$ cat src/rtl/mac_share_arb.sv
// Purpose : shares one free-running A*B+C datapath between N requesters, routes results back by tag.
// Latency : handshake in cycle n -> rsp_valid in cycle n+LAT+1 (n+4 by default), issue order kept.
// Backpres: one-hot combinational req_ready, one issue per cycle; responses cannot be stalled.
//
// Ports
//   C, RST                  clock (posedge) and asynchronous active-high reset
//   req_valid/req_ready     per-requester handshake; req_ready is a one-hot grant
//   req_a/req_b/req_c       packed operands, requester i at [i*P +: P]
//   mac_a/mac_b/mac_c       registered operands to the shared datapath
//   mac_data                datapath result, LAT cycles after operands are presented
//   rsp_valid/rsp_id        one-hot result strobe and owning requester index
//   rsp_data                datapath result passthrough, valid while |rsp_valid
//   flush_req/flush_done    stop issuing and drain the tag pipe / drained indication
//   busy                    any request pending or any op in flight
//
// Build option: MAC_ARB_FIXPRIO_EN selects fixed priority (lowest index wins) instead of
// round-robin; the round-robin pointer is then not built.

module mac_share_arb #(
   parameter int P   = 8,
   parameter int N   = 4,
   parameter int LAT = 3,
   localparam int IW = (N > 1) ? $clog2(N) : 1
) (
   input  logic              C,
   input  logic              RST,
   input  logic [N-1:0]      req_valid,
   output logic [N-1:0]      req_ready,
   input  logic [N*P-1:0]    req_a,
   input  logic [N*P-1:0]    req_b,
   input  logic [N*P-1:0]    req_c,
   output logic [P-1:0]      mac_a,
   output logic [P-1:0]      mac_b,
   output logic [P-1:0]      mac_c,
   input  logic [2*P-1:0]    mac_data,
   output logic [N-1:0]      rsp_valid,
   output logic [IW-1:0]     rsp_id,
   output logic [2*P-1:0]    rsp_data,
   input  logic              flush_req,
   output logic              flush_done,
   output logic              busy
);

   localparam logic [1:0] ST_RUN   = 2'd0;
   localparam logic [1:0] ST_DRAIN = 2'd1;
   localparam logic [1:0] ST_DONE  = 2'd2;

   typedef struct packed {
      logic          vld;
      logic [IW-1:0] id;
   } tag_t;

   logic [1:0]    state_q;
   logic          grant_vld;
   logic [IW-1:0] grant_idx;
   logic          can_issue;
   logic          issue;
   logic          tag_any;
   tag_t          tag_q [LAT+1];

   // ------------------------------------------------------------------
   // Arbitration
   // ------------------------------------------------------------------
`ifdef MAC_ARB_FIXPRIO_EN
   // Scan downwards so the lowest valid index is the last (winning) write.
   always_comb begin
      grant_vld = 1'b0;
      grant_idx = '0;
      for (int i = N - 1; i >= 0; i--) begin
         if (req_valid[i]) begin
            grant_vld = 1'b1;
            grant_idx = IW'(i);
         end
      end
   end
`else
   logic [IW-1:0] rr_ptr;

   // First valid requester at or after rr_ptr, wrapping modulo N.
   always_comb begin
      int            j;
      logic [IW-1:0] j_idx;
      j         = 0;
      j_idx     = '0;
      grant_vld = 1'b0;
      grant_idx = '0;
      for (int k = 0; k < N; k++) begin
         j = int'(rr_ptr) + k;
         if (j >= N) begin
            j = j - N;
         end
         j_idx = IW'(j);
         if (!grant_vld && req_valid[j_idx]) begin
            grant_vld = 1'b1;
            grant_idx = j_idx;
         end
      end
   end

   always_ff @(posedge C or posedge RST) begin
      if (RST) begin
         rr_ptr <= '0;
      end else if (issue) begin
         rr_ptr <= (int'(grant_idx) == N - 1) ? '0 : grant_idx + 1'b1;
      end
   end
`endif

   // RST gates the grant so nothing can be accepted while reset is held.
   assign can_issue = (state_q == ST_RUN) && !flush_req && !RST;
   assign issue     = can_issue && grant_vld;

   always_comb begin
      req_ready = '0;
      if (issue) begin
         req_ready[grant_idx] = 1'b1;
      end
   end

   // ------------------------------------------------------------------
   // Operand registers: hold their last value when nothing issues
   // ------------------------------------------------------------------
   always_ff @(posedge C or posedge RST) begin
      if (RST) begin
         mac_a <= '0;
         mac_b <= '0;
         mac_c <= '0;
      end else if (issue) begin
         mac_a <= req_a[int'(grant_idx)*P +: P];
         mac_b <= req_b[int'(grant_idx)*P +: P];
         mac_c <= req_c[int'(grant_idx)*P +: P];
      end
   end

   // ------------------------------------------------------------------
   // Tag pipe: stage 0 lines up with mac_*, stage LAT with mac_data.
   // Clearing it on reset is what keeps stale datapath contents from
   // ever being reported as a response.
   // ------------------------------------------------------------------
   always_ff @(posedge C or posedge RST) begin
      if (RST) begin
         for (int i = 0; i <= LAT; i++) begin
            tag_q[i] <= '0;
         end
      end else begin
         tag_q[0].vld <= issue;
         tag_q[0].id  <= issue ? grant_idx : '0;
         for (int i = 1; i <= LAT; i++) begin
            tag_q[i] <= tag_q[i-1];
         end
      end
   end

   always_comb begin
      tag_any = 1'b0;
      for (int i = 0; i <= LAT; i++) begin
         tag_any = tag_any | tag_q[i].vld;
      end
   end

   // ------------------------------------------------------------------
   // Flush FSM
   // ------------------------------------------------------------------
   always_ff @(posedge C or posedge RST) begin
      if (RST) begin
         state_q <= ST_RUN;
      end else begin
         case (state_q)
            ST_RUN:   if (flush_req) state_q <= ST_DRAIN;
            ST_DRAIN: if (!tag_any)  state_q <= ST_DONE;
            ST_DONE:  if (!flush_req) state_q <= ST_RUN;
            default:  state_q <= ST_RUN;
         endcase
      end
   end

   // ------------------------------------------------------------------
   // Response decode
   // ------------------------------------------------------------------
   always_comb begin
      rsp_valid = '0;
      rsp_id    = '0;
      if (tag_q[LAT].vld) begin
         rsp_valid[tag_q[LAT].id] = 1'b1;
         rsp_id                   = tag_q[LAT].id;
      end
   end

   assign rsp_data   = mac_data;
   assign flush_done = (state_q == ST_DONE);
   assign busy       = (|req_valid) | tag_any;

endmodule
$ cat config.mk
export PLATFORM = sky130hd
export DESIGN_NAME = mac_share_arb
export DESIGN_NICKNAME = d
export VERILOG_FILES = /design/src/rtl/mac_share_arb.sv
export SDC_FILE = /design/constraint.sdc
export NUM_CORES = 1
export LEC_CHECK = 0
export BUFFER_PORTS_ARGS = -buffer_cell sky130_fd_sc_hd__buf_4
export CAP_MARGIN = 20
export CORE_AREA = 2 2 73 89
export CTS_BUF_LIST = sky130_fd_sc_hd__clkbuf_4 sky130_fd_sc_hd__clkbuf_8 sky130_fd_sc_hd__clkbuf_16
export CTS_CLUSTER_DIAMETER = 50
export DETAILED_ROUTE_END_ITERATION = 7
export DIE_AREA = 0 0 75 91
export PLACE_DENSITY = 0.8
export SETUP_SLACK_MARGIN = 0.1
export SKIP_LAST_GASP = 1
export SLEW_MARGIN = 5
export SYNTH_ARGS = -nofsm -noshare
export SYNTH_HDL_FRONTEND = slang
export SYNTH_SLANG_ARGS = --single-unit
$ cat constraint.sdc
create_clock -name C -period 2.37 [get_ports C]
set_clock_uncertainty 0.05 [all_clocks]
set_input_delay 0.3555 -clock C [delete_from_list [all_inputs] [get_ports C]]
set_output_delay 0.3555 -clock C [all_outputs]
set_load 0.01 [all_outputs]
==> run summary <==
Detailed-placement wirelength estimate: 5190 µm
Slew Limit Fails: 0
Total vias in the final route: 2,143
Post-CTS Setup Inserts: 0
Clk buf depth: 2
Synthesized Nets: 340
Number of synthesized flops with an enable pin: 0
Minimum clock period: 2.19 ns
Pleak: 0.00181 µW
Power share of the sequential group: 36.5%
Number of routed nets with antenna violations: 0
Iter 0 DRT Violations: 118
Worst R2R End: mac_c[7]$_DFFE_PP0P_
Worst EP required: 1.96 ns
Critical path fanouts, max: 4
Gate power share: 48.2%
Wire length per cell: 15.6 µm
I/O Pins: 171
# resized after CTS: 0
Reg2reg setup slack: 0.51 ns
Largest cells by area after synthesis: dfrtp_1, mux2i_1, buf_4
Top sig layer: met4
Setup ws final: 0.179 ns
Outcome: finished, final reports clean
Clock net sink count: 40
Routed Wire Length: 6620 µm
Share of the synthesized area in the top cell type: 41.7%
Die width: 75 µm
Post-Place Worst Slack: 0.467 ns
Sum Neg Setup Slack: 0 ns
Fraction of layout cells with a size suffix above 1: 51.6%
# setup viols final: 0
Max VDD drop: 422 µV
Global-route wire length before repair: 10,400 µm
Register bit total from synthesis: 40
Final hold violations: 0
Nets: 462
CTS tree: built
Depth of the most critical reg-to-reg path: 6
DR vias/cell: 5.04
Initial antenna violation count: 0
RSZ-0062 raised after global routing: false
Overflow after GRT: 0
Ys flop type: dfrtp_1
Yosys cell types: 38
Number of buffers created by CTS: 5
FP Rows: 31
Largest net degree at the start of global routing: 36
Metal-1 WL: 2360 µm
Switch share: 36.2%
Netlist area before placement: 2400 µm²
Worst Hold Class: input port to async pin
Met3 routed WL: 563 µm
Clk Tree Root Cell: clkbuf_8
Yosys warning count: 0
Register area share after synthesis: 41.7%
Clk slew on worst S/H paths: 0.08 ns
Rel. slew slack: 57.9%
Chip height: 91 µm
Routability congestion estimate: 0.846
Initial DRT Pass Iterations: 4
CP Class: register to primary output
Post-Syn Instances: 220
Hold-fix buffer count after cts: 0
Clock network power share: 15.4%
Reg-to-Reg Start: rr_ptr[0]$_DFFE_PP0P_
CTS H-tree depth: 2
Pwr Total: 3050 µW
Cell with the most instances after synthesis: dfrtp_1
DRC: 0
Asr flop ratio synth: 100%
Net switching power: 1100 µW
Fmax: 0.456 GHz
DP Cell Count: 417
Fillcell total: 526
Buffers on Ports: 138
PwrDens: 878 nW/µm²
Startpoint types: register
Area growth, synth to finish: 44.5%
Critical Path Sink Type: primary output
Total track usage: 19.8%
Core area: 5930 µm²
# diodes: 0
Maxcap violations: 0
Die Footprint: 6830 µm²
Clock Latency Late Sink: 0.29 ns
Leading area contributor after synthesis: dfrtp_1
Final worst-path cycle share: 92.4%
Mean Syn Cell Area: 10.9 µm²
Post-synth top cells: dfrtp_1, mux2i_1, inv_1
Initial Utilization: 40.5%
Wire length on met2: 3550 µm
Cell-internal power: 1940 µW
Arr. time, crit path: 1.79 ns
Worst Tran Pin Value: 0.628 ns
Layout Cells excl Fill: 425
Vias in the first global route: 2,197
final cells by class:
type                    count  area, µm²  area share (%)
clock buffers               7       83.8            2.42
repair buffers            144       1090            31.5
multi-input cells         128       1090            31.4
well taps                  82        103            2.96
clock inverters             1       8.76           0.252
flip-flops and latches     40       1000            28.8
inverters                  23       88.8            2.56
routing by layer:
| layer | up-vias | global-route usage [%] |
|---|---|---|
| met5 | - | 0 |
| met3 | 11 | 6.22 |
| met1 | 1002 | 22.7 |
| met4 | 0 | 6.99 |
| li1 | 1030 | - |
| met2 | 100 | 33.7 |
worst max path at each step:
stage	to	cells after the start	from	slack [ns]
after CTS	req_ready[3]	7	rr_ptr[0]$_DFFE_PP0P_	0.19
after global placement	req_ready[3]	8	req_valid[1]	0.47
after detailed placement	req_ready[3]	8	req_valid[2]	0.47
final	req_ready[3]	7	rr_ptr[0]$_DFFE_PP0P_	0.18
after global routing	req_ready[3]	7	rr_ptr[0]$_DFFE_PP0P_	0.1
after floorplan	req_ready[3]	8	rr_ptr[0]$_DFFE_PP0P_	0.46
sequential cells by signal, summed over array words and instances, names as in the netlist:
name,cells
mac_a,8
mac_b,8
tag_q,12
rr_ptr,2
state_q,2
mac_c,8
layout by cell type (no fill, tap or decap), types with 2 or more instances in the layout:
cell      netlist  layout
nor4_1          2       2
dfrtp_1        40      40
nand2b_1        4       4
clkbuf_8        0       5
o21ai_0         4       4
a22oi_1         5       5
a22oi_2         9       9
inv_1          22      21
nor2_1          3       3
nor2b_1         4       3
a21oi_1         4       3
mux2i_1        34      34
nand2_1        16      16
clkbuf_4        0       2
o221ai_1       15      15
buf_4          19     143
and2_1          3       3
o221ai_2        9       9
critical path, cell delays in order, from the launching register on:
cell and delay [ns]:
dfrtp_1 0.43, nand2b_1 0.21, a21o_1 0.18, nand3b_1 0.15
inv_1 0.06, ha_1 0.19, and2_1 0.14, buf_4 0.14
cell families after synthesis:
group	count (synthesis)	share of synthesized area, %
AOI/OAI and AO/OA	53	21.4
adders and majority gates	1	0.521
buffers and inverters	52	13.1
DFF	40	41.7
muxes	34	14.2
and+or+nand+nor	40	9.12
through the flow:
stage	cell area, µm²	util (%)	hold WS, ns
floorplan	2400	-	0.281
global placement	3370	56.8	0.281
detailed placement	3370	56.8	0.285
CTS	3460	58.4	0.0361
global route	3470	58.5	0.0523
finish	3470	58.5	0.0248
power groups by stage:
stage                     registers, µW  logic [µW]  clock network [µW]
after floorplan                    1150         870                   0
after global placement             1110        1440                   0
after detailed placement           1110        1490                   0
after CTS                          1110        1480                 477
after global routing               1140        1600                 512
final                              1110        1470                 468
Power figures use the tool's default switching activity.
